`config.mk`:
```
export PLATFORM = sky130hd
export DESIGN_NAME = dds_multi_wave
export DESIGN_NICKNAME = d
export VERILOG_FILES = /design/src/rtl/dds_multi_wave.sv
export SDC_FILE = /design/constraint.sdc
export NUM_CORES = 1
export LEC_CHECK = 0
export ABC_AREA = 0
export CORE_ASPECT_RATIO = 0.5
export CORE_MARGIN = 1
export CORE_UTILIZATION = 44
export DETAILED_ROUTE_END_ITERATION = 10
export PLACE_DENSITY = 0.75
export SYNTH_ARGS = -nofsm -noshare
export SYNTH_HDL_FRONTEND = slang
export SYNTH_SLANG_ARGS = --single-unit
```
`constraint.sdc`:
```
create_clock -name clk -period 5.7 [get_ports clk]
set_clock_uncertainty 0.1 [all_clocks]
set_input_delay 1.14 -clock clk [delete_from_list [all_inputs] [get_ports clk]]
set_output_delay 1.14 -clock clk [all_outputs]
set_load 0.1 [all_outputs]
```
`src/rtl/dds_multi_wave.sv`:
```
`default_nettype none
// ============================================================================
// Module   : dds_multi_wave
// Brief    : Multi-waveform DDS channel with external registered ROM, glitch-free
//            FCW update at phase wrap, noise LFSR, amplitude scaling and enable.
// Revision : 1.0
// ============================================================================
module dds_multi_wave #(
    parameter int          PHASE_W   = 32,
    parameter int          ADDR_W    = 8,
    parameter int          DATA_W    = 8,
    parameter logic [15:0] LFSR_SEED = 16'h0001
) (
    input  logic               clk,
    input  logic               rst_n,
    input  logic               dds_en,
    input  logic               phase_rst,
    input  logic [PHASE_W-1:0] fcw,
    input  logic               fcw_load,
    input  logic [2:0]         wave_sel,
    input  logic [DATA_W-1:0]  amp,
    output logic [ADDR_W-1:0]  rom_addr,
    input  logic [DATA_W-1:0]  rom_data,
    output logic [DATA_W-1:0]  q,
    output logic               q_valid
);

    localparam int PROD_W = 2 * DATA_W + 1;

    logic [PHASE_W-1:0] r_acc;
    logic [PHASE_W-1:0] r_fcw_act;
    logic [PHASE_W-1:0] r_fcw_pend;
    logic               r_pend_flag;
    logic [15:0]        r_lfsr;

    logic [ADDR_W-1:0]  r_addr_d1;
    logic [DATA_W-1:0]  r_noise_d1;
    logic [2:0]         r_sel_d1;
    logic               r_en_d1;

    logic [PHASE_W:0]   w_sum;
    logic               w_wrap;
    logic               w_apply;
    logic               w_lfsr_fb;
    logic [ADDR_W-1:0]  w_gen;
    logic [DATA_W-1:0]  w_wave;
    logic [DATA_W:0]    w_amp_p1;
    logic [PROD_W-1:0]  w_prod;

    assign w_sum     = {1'b0, r_acc} + {1'b0, r_fcw_act};
    // phase_rst suppresses the wrap so it never double-applies or steps noise
    assign w_wrap    = dds_en & ~phase_rst & w_sum[PHASE_W];
    assign w_apply   = w_wrap | phase_rst | ~dds_en;
    assign w_lfsr_fb = r_lfsr[15] ^ r_lfsr[13] ^ r_lfsr[12] ^ r_lfsr[10];
    assign rom_addr  = r_acc[PHASE_W-1 -: ADDR_W];

    always_ff @(posedge clk or negedge rst_n) begin
        if (!rst_n) begin
            r_acc       <= '0;
            r_fcw_act   <= '0;
            r_fcw_pend  <= '0;
            r_pend_flag <= 1'b0;
            r_lfsr      <= LFSR_SEED;
        end else begin
            if (phase_rst) begin
                r_acc <= '0;
            end else if (dds_en) begin
                r_acc <= w_sum[PHASE_W-1:0];
            end
            if (w_apply && r_pend_flag) begin
                r_fcw_act <= r_fcw_pend;
            end
            if (fcw_load) begin
                r_fcw_pend  <= fcw;
                r_pend_flag <= 1'b1;
            end else if (w_apply) begin
                r_pend_flag <= 1'b0;
            end
            if (w_wrap) begin
                r_lfsr <= {r_lfsr[14:0], w_lfsr_fb};
            end
        end
    end

    // S1: aligned with the registered ROM output
    always_ff @(posedge clk or negedge rst_n) begin
        if (!rst_n) begin
            r_addr_d1  <= '0;
            r_noise_d1 <= '0;
            r_sel_d1   <= '0;
            r_en_d1    <= 1'b0;
        end else begin
            r_addr_d1  <= rom_addr;
            r_noise_d1 <= r_lfsr[15 -: DATA_W];
            r_sel_d1   <= wave_sel;
            r_en_d1    <= dds_en;
        end
    end

    always_comb begin
        w_gen  = '0;
        w_wave = '0;
        case (r_sel_d1)
            3'd1:    w_gen = {ADDR_W{r_addr_d1[ADDR_W-1]}};
            3'd2:    w_gen = r_addr_d1;
            3'd3:    w_gen = {r_addr_d1[ADDR_W-2:0] ^ {(ADDR_W-1){r_addr_d1[ADDR_W-1]}}, 1'b0};
            default: w_gen = '0;
        endcase
        case (r_sel_d1)
            3'd0:                 w_wave = rom_data;
            3'd1, 3'd2, 3'd3:     w_wave = DATA_W'(w_gen) << (DATA_W - ADDR_W);
            3'd4:                 w_wave = r_noise_d1;
            default:              w_wave = '0;
        endcase
    end

    // amp+1 makes all-ones an exact unity gain after the DATA_W shift
    assign w_amp_p1 = {1'b0, amp} + (DATA_W + 1)'(1);
    assign w_prod   = PROD_W'(w_wave) * PROD_W'(w_amp_p1);

    always_ff @(posedge clk or negedge rst_n) begin
        if (!rst_n) begin
            q       <= '0;
            q_valid <= 1'b0;
        end else begin
            q       <= r_en_d1 ? w_prod[2*DATA_W-1:DATA_W] : '0;
            q_valid <= r_en_d1;
        end
    end

endmodule
`default_nettype wire
```
Word level (Yosys, flattened, before mapping)

Index checks and enable logic that the tools add are counted.

Bitwise gates (word level): 10
Muxes and demuxes: 7
$mul: 1
Reductions and logical operators: 5
$add $sub $neg: 2
Equality and inequality tests: 4

Operators with widths:

| operator            | count |
|---|---|
| $mux 32             | 2 |
| $pmux 8 s3          | 2 |
| $add 32x32->33      | 1 |
| $mul 8x9->16        | 1 |
| $add 8x1->9 const B | 1 |
| $mux 8              | 1 |
| $xor 7x7->7         | 1 |
| $eq 3x2->1 const B  | 2 |
| $reduce_bool 2->1   | 2 |
| $eq 3x1->1 const B  | 1 |
| $eq 3x3->1 const B  | 1 |
| $logic_not 3->1     | 1 |
| $reduce_or 3->1     | 1 |
| $xor 1x1->1         | 3 |
| $and 1x1->1         | 2 |
| $mux 1              | 2 |
| $not 1->1           | 2 |
| $or 1x1->1          | 2 |
| $logic_and 1x1->1   | 1 |

Output and inout port bits: 17
Flip-flop bits (word level): 142
Input port bits: 56

Logic depth before layout (Yosys ltp)

Word-level depth: 7
Gate-level depth with buffers: 24
Gate-level depth less buffers: 23

Least setup slack after synthesis

OpenSTA, ideal clock, no wires.

Path kind: input-to-reg
Start: in amp[0]
End: reg q[7]
Setup slack: -0.396 ns
Arrival time: 5.876 ns
Required time: 5.480 ns
Buffers on the path: 1
Stages: 19
Path through: clkbuf_1 > and3_1 > nand3_1 > xor2_1 > nor2_1 > fa_1 > inv_1 > fa_1 > inv_1 > fa_1 > fa_1 > ha_1 > o21a_1 > a2111oi_0 > o41a_1 > nor3_2 > o41ai_1 > a21oi_1 > a31o_2

Longest elaborated chain between the ends: 3

RTL lines:

| what                   | line | text |
|---|---|---|
| start: declaration     | 21   | `input logic [DATA_W-1:0] amp,` |
| $add 8x1->9            | 118  | `assign w_amp_p1 = {1'b0, amp} + (DATA_W + 1)'(1);` |
| $mul 8x9->16           | 119  | `assign w_prod = PROD_W'(w_wave) * PROD_W'(w_amp_p1);` |
| $mux 8                 | 126  | `q <= r_en_d1 ? w_prod[2*DATA_W-1:DATA_W] : '0;` |
| end signal: assignment | 126  |  |
| end: declaration       | 24   | `output logic [DATA_W-1:0] q,` |

No other way between the ends.
A chain may end at the register's enable or synchronous reset.

Worst setup path after layout

Start: in rom_data[6]
End: reg q[6]

Longest elaborated chain between the ends: 3

RTL lines:

| what               | line | text |
|---|---|---|
| start: declaration | 23   | `input logic [DATA_W-1:0] rom_data,` |
| $pmux 8 s3         | 109  | `case (r_sel_d1)` |
| $mul 8x9->16       | 119  |  |
| $mux 8             | 126  |  |

No other way between the ends.

==> impl_metrics.tcl <==
set metrics [dict create \
    grt_pass1_vias 7185 \
    reg2regPathDepth 19 \
    cts_buffer_depth 2 \
    finalWirelength_um 20700 \
    synth_compound_area_share_pct 10.5 \
    drt_iter0_drc 325 \
    syn_inst 868 \
    routed_via_density 5.36 \
    synth_most_common_cell "dfrtp_1" \
    final_util_pct 56.1 \
    rsz0062_at_grt "yes" \
    grt_max_degree 110 \
    end_kind "flop" \
    clk-insertion-delay-late_ns 0.42 \
    ys_types 67 \
    synth_commonest_cells "dfrtp_1, nor2_1, inv_1" \
    synth-main-ff-cell "dfrtp_1" \
    dr.pass1.iters 5 \
    hold_class "reg2reg" \
    antenna_found_initial 0 \
    report.final.slew_viol_count 0 \
    fin_nets 1145 \
    reg2reg_to "q[6]" \
    syn_nets 1030 \
    core_sq_um 20700 \
    drc 0 \
    worst_ep_required_time_ns 5.90 \
    dpl_worst_slack_ns -0.797 \
    worst-endpoint-arrival_ns 5.88 \
    ctsRootBufferMaster "clkbuf_16" \
    fin_tns_setup_ns 0 \
    dieArea_sq_um 21900 \
    setup_slack_ns 0.0184 \
    cp_max_fo 2 \
    crit_path_top_delay_cell "fa_1" \
    globalplace.congestion 0.904 \
    grt_pass1_wl_um 35000 \
    period_needed_ns 5.68 \
    vias 6800 \
    path_clk_slew_ns 0.06 \
    synth_area_leaders "dfrtp_1, fa_1, ha_1" \
    synth_top_family_by_area "adder cells" \
    drive_above_1_share_pct 25.3 \
    synth_seq_area_share_pct 38.0 \
    n_fill_cell 1703 \
    vdd_drop_max_v 0.000282 \
    cts_made_buffers 17 \
    synthMuxAreaShare_pct 13.2 \
    hold_violations 0 \
    synth.largest_area_cell "dfrtp_1" \
    power_density_nw_per_um2 444 \
    outcome "finished clean" \
    p_leak_nw 5.50 \
    yosysWarnings 0 \
    r2r_slack_ns 0.09 \
    regToRegStartpoint "r_sel_d1[1]" \
    num_antenna_cells 0 \
    synth-xor-area-share_pct 4.12 \
    drtAntennaViolNets 0 \
    synth_seq_cells 142 \
    cp-start-kind "input port" \
    min_from "r_lfsr[14]" \
    synth_top_area_share_pct 37.8 \
    tightest_slew_ns 0.997 \
    synth-edff-count 0 \
    synth_fa_ha_area_share_pct 17.5 \
    dpl_cell_area_sq_um 10700 \
    finalCritPeriodShare_pct 99.7 \
    critical_path_class "in2reg" \
    slew_headroom_pct 33.4 \
    initial_utilization_pct 45.2 \
    min_path_cells 0 \
    drv_cap 0 \
    cp_common_cell "fa_1" \
    grt_usage_pct 20.0 \
    synth-simple-area-share_pct 11.6 \
    area_growth_pct 24.3 \
    async_flop_share_pct 100 \
    critPathMaxStageDelay_ns 0.55 \
    syn-cell-area_sq_um 9340 \
    worstPathCellList "buf_6 > mux2i_1 > nor2_1 > a31oi_1 > nor2_1 > a21oi_2 > buf_4 > or2_4 > fa_1 > fa_1 > inv_1 > fa_1 > fa_1 > ha_1 > o21a_1 > a2111oi_4 > o41a_1 > nor3_4 > buf_4 > o31a_1 > nor3_2 > nor3b_1" \
    finalSetupViolCount 0 \
    dp_hpwl_um 14800 \
    avgSynthCellArea_sq_um 10.8 \
    die_w_um 208 \
    max_freq_ghz 0.176 \
    fp-row-count 37 \
    cts_hold_buf 0 \
    cts_tree "built" \
    final_cell_area_sq_um 11600 \
    avgRoutedWirePerCell_um 16.3 \
    die_y_um 105 \
    grt_overflow 0 \
    whs_endpoint "r_noise_d1[6]" \
    htreeDepth 4 \
    io_buffers 72 \
    io_pins 73 \
    cts.sink_count 142 \
]
## flip-flops by register name (all words and copies together) (netlist names)
signal / cells
r_acc: 32
r_fcw_act: 32
r_fcw_pend: 32
r_lfsr: 16
q: 8
r_addr_d1: 8
r_noise_d1: 8
r_sel_d1: 3
q_valid: 1
r_en_d1: 1
r_pend_flag: 1
## where the power goes
group          leakage, nW  total, mW  internal (mW)  switching (mW)
Clock                0.272       1.08          0.639           0.445
Combinational         3.44       2.63           1.13            1.50
Sequential            1.79       1.44           1.25           0.186
## worst max-delay path by stage
stage / from / to / slack, ns / cells after the start
floorplan: rom_data[7] / q[7] / 0.01 / 17
global placement: amp[0] / q[7] / -0.63 / 19
detailed placement: amp[0] / q[7] / -0.80 / 19
CTS: rom_data[2] / q[7] / 0.01 / 21
global route: rom_data[6] / q[6] / -0.15 / 22
finish: rom_data[6] / q[6] / 0.02 / 22
## cell usage in the layout (no fill, tap or decap), types with 5 or more instances in the layout
master / instances
a211oi_1: 11
a211oi_2: 5
a21o_1: 15
a21oi_1: 33
a31oi_1: 5
and3_1: 7
buf_4: 52
buf_6: 8
clkbuf_16: 17
clkdlybuf4s50_1: 58
dfrtp_1: 139
fa_1: 38
ha_1: 62
inv_1: 66
mux2_2: 40
mux2_4: 40
mux2i_1: 19
nand2_1: 39
nand3_1: 14
nand4_1: 7
nor2_1: 87
nor2_2: 9
nor3_1: 9
nor4_1: 6
o21ai_0: 21
o21bai_1: 8
or2_2: 11
or2_4: 6
or3_1: 5
xnor2_1: 29
xor2_1: 10
## timing repair
action | CTS | global route
cloned | 0 | 0
gates resized for setup | 62 | 23
setup endpoints to repair | 6 | 4
pin swaps | 46 | 30
buffers inserted | 8 | 5
## stage by stage
step | cells | total power, mW | hold WS (ns)
6_report | 1269 | 5.16 | 0.301
5_1_grt | 1269 | 5.52 | 0.331
4_1_cts | 1264 | 5.13 | 0.306
3_5_place_dp | 1224 | 3.96 | 0.289
3_3_place_gp | 1224 | 3.88 | 0.281
2_1_floorplan | 868 | 3.40 | 0.269
## layout make-up
type                       count  area [sq um]  area share (%)
clock buffer                  21           470            4.05
timing repair buffer         131          1180            10.2
clock inverter                11           109           0.938
inverter                      68           255            2.20
multi-input combinational    623          5690            49.0
sequential                   142          3560            30.6
tap                          273           342            2.94
## routing by layer
| layer | wire, um | up-vias | global-route usage [%] |
|---|---|---|---|
| met5 | 0 | - | 0 |
| met2 | 10400 | 107 | 34.6 |
| met1 | 9500 | 3437 | 25.8 |
| met3 | 635 | 18 | 3.58 |
| li1 | - | 3238 | - |
| met4 | 243 | 0 | 5.50 |
## worst max-delay path, delay by kind of cell
kind,cells,cell delay [ns]
compound gates,6,1.09
fa+ha+maj,5,2.35
buf+inv,4,0.42
mux,1,0.06
simple gates,6,0.81
## logic make-up (layout without fill, tap and decap cells)
kind of cell | count (synthesis) | count (layout)
and+or+nand+nor | 230 | 230
AOI/OAI and AO/OA | 144 | 144
DFF | 142 | 142
adders and majority gates | 106 | 106
buffers and inverters | 103 | 231
muxes | 99 | 99
xor gates and xnor gates | 44 | 44
(Power assumes the default switching activity.)
